===== src/rtl/cmp_result_tracker.sv =====
// rtl/cmp_result_tracker.sv - classify, count and debounce 2-bit comparator flag samples
//
// Purpose: registered consumer of a magnitude comparator's gt/eq/lt flags.
//   Each accepted sample is decoded to an outcome code (01 gt, 10 eq, 11 lt).
//   The matching saturating counter is bumped. A run-length filter declares an
//   outcome stable after STABLE_LEN identical samples in a row.
// Optional feature macro: CMP_TRACKER_ONEHOT_CHECK_EN
//   defined   -> multi-hot flags set sticky err and lock the FSM in ERR until clr/rst
//   undefined -> multi-hot flags are priority encoded gt > eq > lt; err is tied 0
// Parameters:
//   CNT_W       width of each outcome counter
//   STABLE_LEN  consecutive identical accepted samples needed for stability (>= 1)
// Ports:
//   clk, rst                 clock, synchronous active-high reset
//   ena                      block enable; low freezes all state
//   in_valid, gt, eq, lt     sample strobe and comparator flags
//   clr                      synchronous soft clear, same effect as rst
//   gt_cnt, eq_cnt, lt_cnt   saturating per-outcome counts
//   stable, stable_code      stability flag and last declared stable outcome
//   change                   one-cycle pulse on a new stable outcome
//   err                      sticky malformed-flag indicator
module cmp_result_tracker #(
    parameter int CNT_W      = 8,
    parameter int STABLE_LEN = 4
) (
    input  logic             clk,
    input  logic             rst,
    input  logic             ena,
    input  logic             in_valid,
    input  logic             gt,
    input  logic             eq,
    input  logic             lt,
    input  logic             clr,
    output logic [CNT_W-1:0] gt_cnt,
    output logic [CNT_W-1:0] eq_cnt,
    output logic [CNT_W-1:0] lt_cnt,
    output logic             stable,
    output logic [1:0]       stable_code,
    output logic             change,
    output logic             err
);

    localparam int              RL_W       = $clog2(STABLE_LEN + 1);
    localparam logic [RL_W:0]   RUN_TARGET = (RL_W + 1)'(STABLE_LEN);
    localparam logic [CNT_W-1:0] CNT_MAX   = '1;
    localparam logic [CNT_W-1:0] CNT_ONE   = CNT_W'(1);

    typedef enum logic [1:0] {
        S_IDLE   = 2'd0,
        S_RUN    = 2'd1,
        S_STABLE = 2'd2
`ifdef CMP_TRACKER_ONEHOT_CHECK_EN
        , S_ERR  = 2'd3
`endif
    } state_t;

    state_t          state;
    logic [1:0]      last_code;
    logic [RL_W-1:0] run_len;

    logic            any_flag;
    logic            multi_hot;
    logic [1:0]      code;
    logic            offered;
    logic            accept;
    logic            same;
    logic [RL_W:0]   run_len_p1;
    logic            new_run;
    logic            extend;
    logic            go_stable;
    logic            leave_stable;
`ifdef CMP_TRACKER_ONEHOT_CHECK_EN
    logic            bad;
    logic            err_q;
`endif

    always_comb begin
        any_flag  = gt | eq | lt;
        multi_hot = (gt & eq) | (gt & lt) | (eq & lt);
        // Priority encode; only matters for multi-hot when the check is off.
        if (gt)
            code = 2'b01;
        else if (eq)
            code = 2'b10;
        else
            code = 2'b11;
        // An all-zero flag word is never a sample, so it is filtered here.
        offered = ena & in_valid & ~clr & any_flag;
`ifdef CMP_TRACKER_ONEHOT_CHECK_EN
        accept = offered & ~multi_hot & (state != S_ERR);
        bad    = offered & multi_hot & (state != S_ERR);
`else
        accept = offered;
`endif
        // last_code is 00 in IDLE, which never matches a real code.
        same         = (code == last_code);
        run_len_p1   = {1'b0, run_len} + (RL_W + 1)'(1);
        new_run      = accept & ((state == S_IDLE) | ~same);
        extend       = accept & (state == S_RUN) & same;
        go_stable    = (new_run & (STABLE_LEN == 1)) |
                       (extend & (run_len_p1 >= RUN_TARGET));
        leave_stable = accept & (state == S_STABLE) & ~same & ~go_stable;
    end

    always_ff @(posedge clk) begin
        if (rst || clr) begin
            state       <= S_IDLE;
            last_code   <= 2'b00;
            run_len     <= '0;
            gt_cnt      <= '0;
            eq_cnt      <= '0;
            lt_cnt      <= '0;
            stable      <= 1'b0;
            stable_code <= 2'b00;
            change      <= 1'b0;
`ifdef CMP_TRACKER_ONEHOT_CHECK_EN
            err_q       <= 1'b0;
`endif
        end else if (!ena) begin
            change <= 1'b0;
        end else begin
            change <= 1'b0;

            if (accept) begin
                case (code)
                    2'b01:   if (gt_cnt != CNT_MAX) gt_cnt <= gt_cnt + CNT_ONE;
                    2'b10:   if (eq_cnt != CNT_MAX) eq_cnt <= eq_cnt + CNT_ONE;
                    default: if (lt_cnt != CNT_MAX) lt_cnt <= lt_cnt + CNT_ONE;
                endcase
            end

            if (new_run) begin
                last_code <= code;
                run_len   <= RL_W'(1);
                state     <= S_RUN;
            end

            if (extend)
                run_len <= run_len_p1[RL_W-1:0];

            // Later assignment to state wins over the RUN set by new_run.
            if (go_stable) begin
                state       <= S_STABLE;
                stable      <= 1'b1;
                stable_code <= code;
                // Guarding on the current pulse keeps change from ever being
                // high two cycles in a row (reachable only with STABLE_LEN=1).
                change      <= (code != stable_code) & ~change;
            end else if (leave_stable) begin
                stable <= 1'b0;
            end

`ifdef CMP_TRACKER_ONEHOT_CHECK_EN
            if (bad) begin
                err_q  <= 1'b1;
                state  <= S_ERR;
                stable <= 1'b0;
            end
`endif
        end
    end

`ifdef CMP_TRACKER_ONEHOT_CHECK_EN
    assign err = err_q;
`else
    assign err = 1'b0;
`endif

endmodule


===== config.mk =====
export PLATFORM = sky130hd
export DESIGN_NAME = cmp_result_tracker
export DESIGN_NICKNAME = d
export VERILOG_FILES = /design/src/rtl/cmp_result_tracker.sv
export SDC_FILE = /design/constraint.sdc
export NUM_CORES = 1
export LEC_CHECK = 0
export CAP_MARGIN = 40
export CORE_UTILIZATION = 40
export DETAILED_ROUTE_END_ITERATION = 10
export PLACE_DENSITY_LB_ADDON = 0.25
export SETUP_SLACK_MARGIN = 0.1
export SYNTH_ARGS = -nofsm -noshare
export SYNTH_HDL_FRONTEND = slang
export SYNTH_SLANG_ARGS = --single-unit

===== constraint.sdc =====
create_clock -name clk -period 1.7 [get_ports clk]
set_input_delay 0.17 -clock clk [delete_from_list [all_inputs] [get_ports clk]]
set_output_delay 0.17 -clock clk [all_outputs]
set_load 0.05 [all_outputs]

=== Word level (Yosys, flattened, before mapping) ===
Cells that the tools add are included.

* Add/subtract/negate cells: 4
* Magnitude comparators: 1
* Equal/unequal tests: 9
* Multiplexer cells: 8
* Bitwise operators: 20
* Reductions and logical operators: 15

{| class="wikitable"
|+ Operators by type and width
! operator !! number
|-
| 8-bit by 1-bit adder with 8-bit output (second input constant) || 3
|-
| 8-bit != test (second input constant) || 3
|-
| 4-bit AND reduction || 3
|-
| 1-bit bitwise AND || 11
|-
| 2-bit AND reduction || 5
|-
| 2-bit 2-to-1 mux || 3
|-
| 3-bit 2-to-1 mux || 2
|-
| 1-bit inverter || 6
|-
| 2-bit nonzero test || 3
|-
| 3-bit by 1-bit adder with 4-bit output (second input constant) || 1
|-
| 2-bit by 1-bit equality test with 1-bit output (second input constant) || 2
|-
| 2-bit equality test (second input constant) || 2
|-
| 4-bit by 3-bit greater-or-equal comparator with 1-bit output (second input constant) || 1
|-
| 1-bit 2-to-1 mux || 3
|-
| 1-bit bitwise OR || 3
|-
| 3-bit OR reduction || 1
|-
| 2-bit equality test || 1
|-
| 2-bit zero test || 1
|-
| 2-bit != test || 1
|-
| 2-bit OR reduction || 1
|-
| 1-bit logical OR || 1
|}

* Flip-flop bits (word level): 35
* Input port bits: 8
* Logic and storage cells: 66

=== Depth between registers and ports, before layout ===
Gate-level depths: netlist (run 1).

* Depth in word-level cells: 10
* Depth in mapped cells: 6
* Gate-level depth less buffers: 5

=== Worst setup path before layout (run 1) ===
OpenSTA, ideal clock, no wires.

* Kind: register -> register
* From: register gt_cnt[2]
* To: register gt_cnt[7]
* Data arrival time: 1.777 ns
* Data required time: 1.629 ns
* Path slack: -0.147 ns
* Stages on the path, launching flop included: 5
* Path buffers: 0
* Clock period less this slack: 1.847 ns
* Cell sequence: dfxtp_1 > nand4_2 > or2_0 > or4_1 > a21oi_1

* Cells in the longest elaborated chain, start to end: 2

{| class="wikitable"
|+ RTL lines
! element !! RTL line !! RTL
|-
| start: declaration || 34 || <nowiki>output logic [CNT_W-1:0] gt_cnt,</nowiki>
|-
| start signal: assignment || 126 || <nowiki>2'b01: if (gt_cnt != CNT_MAX) gt_cnt <= gt_cnt + CNT_ONE;</nowiki>
|-
| branches (longest 2 deep; another with 8-bit by 1-bit adder with 8-bit output) || -- ||
|}

Parallel ways; which one is timed is not known.
A chain may end at the register's enable or synchronous reset.

=== Final worst setup path (run 1) ===
* From: input port gt
* To: register stable

* Cells in the longest elaborated chain, start to end: 10

{| class="wikitable"
|+ RTL lines
! element !! RTL line !! RTL
|-
| start: declaration || 30 || <nowiki>input logic gt,</nowiki>
|-
| 1-bit bitwise OR (2 in a row) || 78 || <nowiki>any_flag = gt | eq | lt;</nowiki>
|-
| 1-bit bitwise AND || 88 || <nowiki>offered = ena & in_valid & ~clr & any_flag;</nowiki>
|-
| 1-bit bitwise AND (2 in a row) || 99 || <nowiki>extend = accept & (state == S_RUN) & same;</nowiki>
|-
| 1-bit bitwise AND || 101 || <nowiki>(extend & (run_len_p1 >= RUN_TARGET));</nowiki>
|-
| 1-bit inverter (no source line) || -- ||
|-
| 1-bit bitwise AND || 102 || <nowiki>leave_stable = accept & (state == S_STABLE) & ~same & ~go_stable;</nowiki>
|-
| 2-bit nonzero test (no source line) || -- ||
|-
| 2-bit AND reduction (no source line) || -- ||
|-
| end signal: assignment || 113 || <nowiki>stable <= 1'b0;</nowiki>
|-
| end signal: assignment || 144 || <nowiki>stable <= 1'b1;</nowiki>
|-
| end signal: assignment || 150 || <nowiki>stable <= 1'b0;</nowiki>
|-
| end: declaration || 37 || <nowiki>output logic stable,</nowiki>
|}

Parallel ways exist; a longest one is shown, timed or not.

==> results of run 1 <==
-- power by group --
part           internal, mW  leakage, nW  switching [mW]
sequential            0.821        0.290         0.00302
combinational        0.0576        0.688          0.0620
clock                 0.273       0.0371           0.281
total                  1.15         1.01           0.346
-- worst register-to-register path, stage by stage, from the launching register on --
cell and delay, ns:
dfxtp_4 0.35, ha_1 0.25, nand3_2 0.13, o211ai_4 0.13, or4_1 0.42, a21oi_1 0.16
-- cell type report --
| cell class | instances | area, sq um | share of cell area |
|---|---|---|---|
| inverter | 8 | 30.0 | 0.0123 |
| clock buffer | 6 | 72.6 | 0.0298 |
| timing repair buffer | 60 | 499 | 0.205 |
| multi-input combinational | 159 | 1050 | 0.431 |
| tap | 50 | 62.6 | 0.0257 |
| sequential | 35 | 721 | 0.296 |
-- routing by layer --
| layer | global-route usage | up-vias |
|---|---|---|
| li1 | - | 908 |
| met4 | 0.0587 | 0 |
| met3 | 0.0609 | 5 |
| met1 | 0.234 | 836 |
| met5 | 0 | - |
| met2 | 0.345 | 37 |
-- stage by stage --
step           power [mW]  TNS, ns  instances  hold WS (ns)
3_3_place_gp        0.957    -1.36        312         0.417
3_5_place_dp        0.959    -2.54        312         0.419
6_report             1.50        0        318         0.447
2_1_floorplan       0.898        0        211         0.346
4_1_cts              1.51        0        318         0.435
5_1_grt              1.55        0        318         0.468
-- placed cells by master (no fill, tap or decap), drive strengths merged, types with 7 or more instances in the layout --
| cell type | n |
|---|---|
| clkdlybuf4s50 | 7 |
| nor3 | 9 |
| dlygate4sd2 | 15 |
| nand3 | 11 |
| a21oi | 18 |
| o21ai | 9 |
| inv | 8 |
| dfxtp | 35 |
| buf | 38 |
| nor2 | 11 |
| nand2 | 22 |
| nand4 | 7 |
-- final timing paths --
check                            endpoint  startpoint
worst max-delay path               stable          gt
worst min-delay path               change      change
worst max register to register  gt_cnt[5]   gt_cnt[0]
worst min register to register     change      change
-- flip-flops by register name, indices dropped and copies added (netlist names) --
register     count
change           1
eq_cnt           8
gt_cnt           8
last_code        2
lt_cnt           8
run_len          3
stable           1
stable_code      2
state            2
-- repair_timing --
action / CTS / global route
resized for setup: 17 / 5
hold buffers: 0 / 0
pin swaps: 0 / 1
endpoints found under the setup margin: 18 / 11
-- logic make-up (layout without fill, tap and decap cells) --
group | after synthesis | count (layout)
AOI/OAI and AO/OA | 55 | 55
xor gates and xnor gates | 1 | 1
adders and majority gates | 4 | 4
buffers and inverters | 17 | 74
DFF | 35 | 35
muxes | 5 | 5
other | 1 | 1
and+or+nand+nor | 93 | 93
==> impl_results.md, run 1 <==
* Run status: completed
* CP startpoint kind: input pin
* Die W at 69.0 um
* Final Cell Area at 0.00243 sq mm
* Post-Synth XOR/XNOR Area at 0.00488
* Insertion delay to the later sink of the worst-skew pair at 0.29 ns
* Clock Pin Slew Worst Setup and Hold Paths at 0.06 ns
* Nets at 281
* Crit Path Class: input pin to register
* Core Rows at 23
* Final ANT Viol Nets at 0
* DR vias at 1,786
* Worst R2R Setup Slack at 0.20 ns
* Area after DPL at 0.00234 sq mm
* Top FF cell, synth: dfxtp_1
* Synthesized instance count at 211
* Fill cell count at 393
* Chip height at 69.0 um
* Crit path required time at 1.87 ns
* CTS Buf Count at 5
* Top sig layer: met4
* Port-buffer cells at 35
* MaxCap Viol Count at 0
* Worst R2R Path Depth at 5
* Number of global-route vias before repair at 1,606
* Largest net degree at the start of global routing at 17
* Area leader, netlist: dfxtp_1
* Remaining Overflow, GRT at 0
* Post-synth top area share at 0.391
* CTS tree: built
* Final Hold Fails at 0
* Metal3 WL at 186 um
* DR iter-0 viols at 85
* Worst-path fanout max at 5
* I/O pins at 37
* Diode count at 0
* HP Class: register to register
* Area fraction in compound gates after synthesis at 0.207
* Core area at 0.00414 sq mm
* Commonest cells in the synthesized netlist: dfxtp_1, nand2_1, a21oi_1
* Final Slew Violations at 0
* Worst clock skew at 0.00548 ns
* Top-count cell post-synth: dfxtp_1
* Simple-Gate Fraction of Synth Area at 0.292
* Detailed Routing Iterations Pass 1 at 4
* Slowest stage delay, CP at 0.56 ns
* Max VDD drop at 0.544 mV
* Async set-reset flop share out of synthesis at 0
* Post-route setup slack at 0.152 ns
* Fmax at 646 MHz
* Largest delay contributor family on the critical path: compound AO/OA/AOI/OAI gates
* Bufs and invs on worst path at 1
* Final setup violation count at 0
* Post-synthesis mux area share at 0.0279
* Total number of H-tree levels at 2
* First-pass GRT wire length at 7020 um
* DRC at 0
* Pwr dens at 615 mW/mm^2
* CP endpoint kind: register
* Final Util at 0.588
* Synth Area in Adders at 0.0279
* Syn Nets at 223
* Mapped Area at 0.00179 sq mm
* RSZ-0062 raised after global routing: true
* #FFs+latches synth at 35
* Minimum clock period at 1.55 ns
* Post-synth EDFFs at 0
* WL met1 at 2050 um
* Clock root cell: clkbuf_8
* Postcts setup bufs at 0
* Met2 routed WL at 2100 um
* Clk buf depth at 2
* Worst path cell trace: clkdlybuf4s50_1 > nor2_1 > a311o_2 > o41ai_1 > a21oi_1
* GPL Wtd Cong at 0.811
* Final wirelength at 4380 um
* Layout area overhead at 35.8%
* Layout cells sized above 1 at 0.254
* Main area contributors after synthesis: dfxtp_1, a21oi_1, nand2_1
* Number of synthesis warnings at 0
* CTS Sinks at 35
* Data arrival, critical path at 1.71 ns
* Unique masters post-synth at 46
* Gr usage total at 0.199
* Avg Synthesized Cell Area at 8.50 sq um
* Tcrit/Tclk final at 0.911
* Hold Crit Depth at 1
* DR vias/cell at 5.62
* Main combinational cell family by area after synthesis: simple AND/OR/NAND/NOR gates
* Register area share after synthesis at 0.391
* Initial antenna violation count at 0
* Die footprint at 0.00475 sq mm
* Dpl ws at -0.210 ns
* Critical path depth in cells at 5
* Routed length per placed instance at 13.8 um
* Initial Util at 0.433
* Slowest CP cell: clkdlybuf4s50_1
* Post-DP HPWL at 3220 um
* Pleak at 1.01 nW
No activity file was read; power rests on OpenSTA's default activity.
==> inputs of run 2 (changes only) <==
PLACE_DENSITY = 0.66   (was default)
PLACE_DENSITY_LB_ADDON = default   (was 0.25)
==> run 2 against run 1 <==
Net effect: cell area fell by 1.3%; first-iteration DRC count rose by 21%; total power rose by 2.4%; setup slack improved by 0.021 ns; register-to-register slack barely moved; sequential cell count did not move; critical path type unchanged; critical endpoint unchanged; largest cell class unchanged; highest routed layer unchanged.
==> impl_results.md, run 2 (synthesis gave the netlist of run 1 again) <==
* Run status: completed
* Initial Util at 0.433
* Clk buf depth at 2
* Detailed Routing Iterations Pass 1 at 4
* Final ANT Viol Nets at 0
* Worst R2R Path Depth at 4
* DRC at 0
* Final setup violation count at 0
* Post-Layout Cell Count at 316
* Die footprint at 0.00475 sq mm
* Total number of H-tree levels at 2
* DR vias at 1,729
* Worst path cell trace: clkdlybuf4s50_1 > and3b_1 > buf_4 > nand2b_1 > o41ai_1 > a21oi_1
* Layout area overhead at 34.0%
* Register Area at 721 sq um
* CP startpoint: clr
* Slowest stage delay, CP at 0.42 ns
* Die W at 69.0 um
* Fill cell count at 389
* HP Class: input pin to register
* Crit path required time at 1.87 ns
* GPL Wtd Cong at 0.792
* Clock root cell: clkbuf_8
* Post-DP HPWL at 3000 um
* Largest regs: eq_cnt (8), gt_cnt (8), lt_cnt (8)
* Max VDD drop at 0.418 mV
* First-pass GRT wire length at 6390 um
* Worst-path fanout max at 5
* CP endpoint kind: register
* CTS Sinks at 35
* Insertion delay to the later sink of the worst-skew pair at 0.29 ns
* Dpl ws at -0.145 ns
* CP startpoint kind: input pin
* Chip height at 69.0 um
* DR vias/cell at 5.47
* Postcts setup bufs at 0
* Worst clock skew at 0.00546 ns
* Minimum clock period at 1.53 ns
* DR iter-0 viols at 103
* Routed length per placed instance at 12.9 um
* RR Startpoint: gt_cnt[2]
* Largest net degree at the start of global routing at 13
* RSZ-0062 raised after global routing: true
* CP endpoint: stable
* Cells after DPL at 308
* Commonest non-fill, non-tap cell in the layout: buf_4
* Nets at 277
* Initial antenna violation count at 0
* Number of global-route vias before repair at 1,463
* Critical path depth in cells at 6
* MaxCap Viol Count at 0
* Layout cells sized above 1 at 0.244
* Worst reg2reg endpoint: gt_cnt[7]
* Pleak at 1.00 nW
* Final wirelength at 4080 um
* Data arrival, critical path at 1.70 ns
* Tcrit/Tclk final at 0.898
* Area of the multi-input gates at 0.00105 sq mm
* Worst R2R Setup Slack at 0.21 ns
* Largest delay contributor family on the critical path: buffers and inverters
* Commonest non-fill, non-tap cells in the layout: buf_4, nand2_1, dfxtp_1
* Port-buffer cells at 35
* I/O pins at 37
* CTS Buf Count at 5
* Core area at 0.00414 sq mm
* Pwr dens at 638 mW/mm^2
* Hold WS at 0.330 ns
* Post-route setup slack at 0.173 ns
* CTS tree: built
* Fmax at 655 MHz
* Core Rows at 23
* Final Slew Violations at 0
* Gr usage total at 0.183
* Crit Path Class: input pin to register
* Slowest CP cell: clkdlybuf4s50_1
* Bufs and invs on worst path at 2
* Clock Pin Slew Worst Setup and Hold Paths at 0.07 ns
* Remaining Overflow, GRT at 0
* Diode count at 0
* Final Hold Fails at 0
run 2: metrics by stage:
step           power (mW)  area, sq um  TNS [ns]   util
2_1_floorplan       0.898         1810         0      -
3_3_place_gp        0.952         2290     -1.37  0.554
3_5_place_dp        0.952         2290     -1.78  0.554
4_1_cts              1.55         2360         0  0.570
5_1_grt              1.59         2400         0  0.580
6_report             1.53         2400         0  0.580
run 2: how the worst min path moves through the flow:
| stage | depth (start not counted) | slack (ns) | start | to |
|---|---|---|---|---|
| 2_1_floorplan | 2 | 0.35 | rst | stable_code[1] |
| 3_3_place_gp | 1 | 0.46 | change | change |
| 3_5_place_dp | 1 | 0.44 | change | change |
| 4_1_cts | 1 | 0.44 | change | change |
| 5_1_grt | 3 | 0.36 | gt | last_code[1] |
| 6_report | 3 | 0.33 | gt | last_code[1] |
run 2: what timing repair did:
action                     in CTS  in global routing
setup endpoints to repair      14                 10
gates resized for setup        14                  7
hold buffers                    0                  0
hold endpoints to repair        0                  0
run 2: area by class of cell:
class / count / share of cell area
repair buffers: 56 / 0.191
multi-input cells: 159 / 0.435
inverters: 8 / 0.0125
well taps: 50 / 0.0260
flip-flops and latches: 35 / 0.300
clock inverters: 2 / 0.00521
clock buffers: 6 / 0.0302
run 2: per-layer routing:
metal	GRT usage	wire length [um]	share of wire
met1	0.239	2050	0.50
met2	0.279	1760	0.43
met3	0.0428	185	0.045
met4	0.0918	84	0.021
met5	0	0	0
run 2: worst register-to-register path: stages, from the launching register on:
cell	delay (ns)
dfxtp_2	0.39
nand4_4	0.15
or2_0	0.24
or4_1	0.50
a21oi_1	0.14
run 2: report_power, final:
group / internal (mW) / switching (mW) / leakage (nW)
clock network: 0.286 / 0.312 / 0.0412
registers: 0.820 / 0.00299 / 0.290
logic: 0.0518 / 0.0596 / 0.669
==> inputs of run 3 (changes only) <==
CAP_MARGIN = 20   (was 40)
REMOVE_ABC_BUFFERS = 1   (was default)
==> run 3 against run 2 <==
Net effect: routed wire length is 5.0% higher; clock power is 11% higher; register-to-register slack hardly changed; final cell count is 2.2% higher; hold slack better by 0.044 ns; fmax is 0.92% higher; non-clock buffer count is 7 higher; critical endpoint is now run_len[0]; largest power group unchanged.
==> impl_results.md, run 3 (synthesis gave the netlist of run 1 again) <==
* Run status: completed
* Layout cells sized above 1 at 0.260
* Commonest non-fill, non-tap cells in the layout: buf_4, dfxtp_1, nand2_1
* Setup TNS at 0 ns
* Post-cts hold buffer count at 0
* MaxCap Viol Count at 0
* Clock Pin Slew Worst Setup and Hold Paths at 0.07 ns
* DR vias at 1,793
* Detailed Routing Iterations Pass 1 at 4
* Gr usage total at 0.190
* Dpl ws at -0.160 ns
* First-pass GRT wire length at 6640 um
* Cell Int Power at 1.26 mW
* Clock root cell: clkbuf_8
* Postcts setup bufs at 0
* Post-route setup slack at 0.187 ns
* Reg power frac at 0.510
* Remaining Overflow, GRT at 0
* Least-Margin Pin Slew at 0.508 ns
* CP endpoint kind: register
* DR vias/cell at 5.55
* DRC at 0
* Minimum clock period at 1.51 ns
* CTS tree: built
* Number of global-route vias before repair at 1,499
* Die W at 69.0 um
* Switching pwr at 362 uW
* Clock power frac at 0.411
* Largest net degree at the start of global routing at 17
* Initial Util at 0.433
* Total power at 1.62 mW
* CTS Buf Count at 5
* Port-buffer cells at 35
* Final setup violation count at 0
* HP Class: input pin to register
* CTS Sinks at 35
* Nets at 284
* Initial antenna violation count at 0
* Final wirelength at 4280 um
* Pleak at 1.02 nW
* Final ANT Viol Nets at 0
* Largest regs: eq_cnt (8), gt_cnt (8), lt_cnt (8)
* Core area at 0.00414 sq mm
* Diode count at 0
* Routed length per placed instance at 13.3 um
* Final Hold Fails at 0
* DR iter-0 viols at 79
* Crit path required time at 1.88 ns
* Data arrival, critical path at 1.69 ns
* Layout area overhead at 37.8%
* Max VDD drop at 0.405 mV
* Chip height at 69.0 um
* Fmax at 661 MHz
* CP startpoint kind: input pin
* Combinational power share at 0.080
* Commonest non-fill, non-tap cell in the layout: buf_4
* Worst-path fanout max at 4
* Final Slew Violations at 0
* Sw Share at 0.224
* Post-DP HPWL at 3080 um
* Insertion delay to the later sink of the worst-skew pair at 0.29 ns
* Crit Path Class: input pin to register
* Die footprint at 0.00475 sq mm
* Pwr dens at 655 mW/mm^2
* Core Rows at 23
* Hold WS at 0.374 ns
* I/O pins at 37
* Final Util at 0.596
* Total number of H-tree levels at 2
* RSZ-0062 raised after global routing: true
* Rel. slew slack at 0.663
* Worst clock skew at 0.00835 ns
* GPL Wtd Cong at 0.797
* Clk buf depth at 2
* Tcrit/Tclk final at 0.890
run 3: final timing paths:
path / startpoint / cells past startpoint / slack (ns) / to
worst max register to register: gt_cnt[2] / 4 / 0.21 / gt_cnt[7]
worst min-delay path: gt / 3 / 0.37 / last_code[1]
worst max-delay path: clr / 6 / 0.19 / run_len[0]
worst min register to register: change / 1 / 0.42 / change
run 3: power by group through the flow:
stage / combinational, mW / sequential (mW) / clock (mW)
CTS: 0.125 / 0.825 / 0.690
global route: 0.137 / 0.825 / 0.715
detailed placement: 0.124 / 0.844 / 0
floorplan: 0.0426 / 0.846 / 0
finish: 0.129 / 0.825 / 0.665
global placement: 0.124 / 0.844 / 0
run 3: area by class of cell:
| class | count | area (sq um) |
|---|---|---|
| Fill cell | 401 | 1670 |
| Multi-Input combinational cell | 159 | 1050 |
| Sequential cell | 35 | 704 |
| Timing Repair Buffer | 63 | 524 |
| Clock buffer | 8 | 100 |
| Tap cell | 50 | 62.6 |
| Inverter | 8 | 30.0 |
run 3: through the flow:
stage / area, sq um / instances
2_1_floorplan: 1740 / 202
3_3_place_gp: 2330 / 315
3_5_place_dp: 2330 / 315
4_1_cts: 2420 / 323
5_1_grt: 2470 / 323
6_report: 2470 / 323
run 3: routing by layer:
layer,vias to the layer above,part of all wire,wire [um],GRT usage
li1,913,-,-,-
met1,817,0.47,2000,0.242
met2,54,0.46,1970,0.290
met3,9,0.059,252,0.0543
met4,0,0.015,63,0.0969
met5,-,0,0,0
run 3: what timing repair did:
action | in CTS | in global routing
setup endpoints to repair | 5 | 20
resized for setup | 5 | 11
pin swaps | 0 | 1
run 3: worst max-delay path, stage by stage:
cell	delay (ns)
clkdlybuf4s50_1	0.43
nand3b_1	0.26
nor2_1	0.36
buf_4	0.17
nand3_1	0.09
a22o_1	0.21
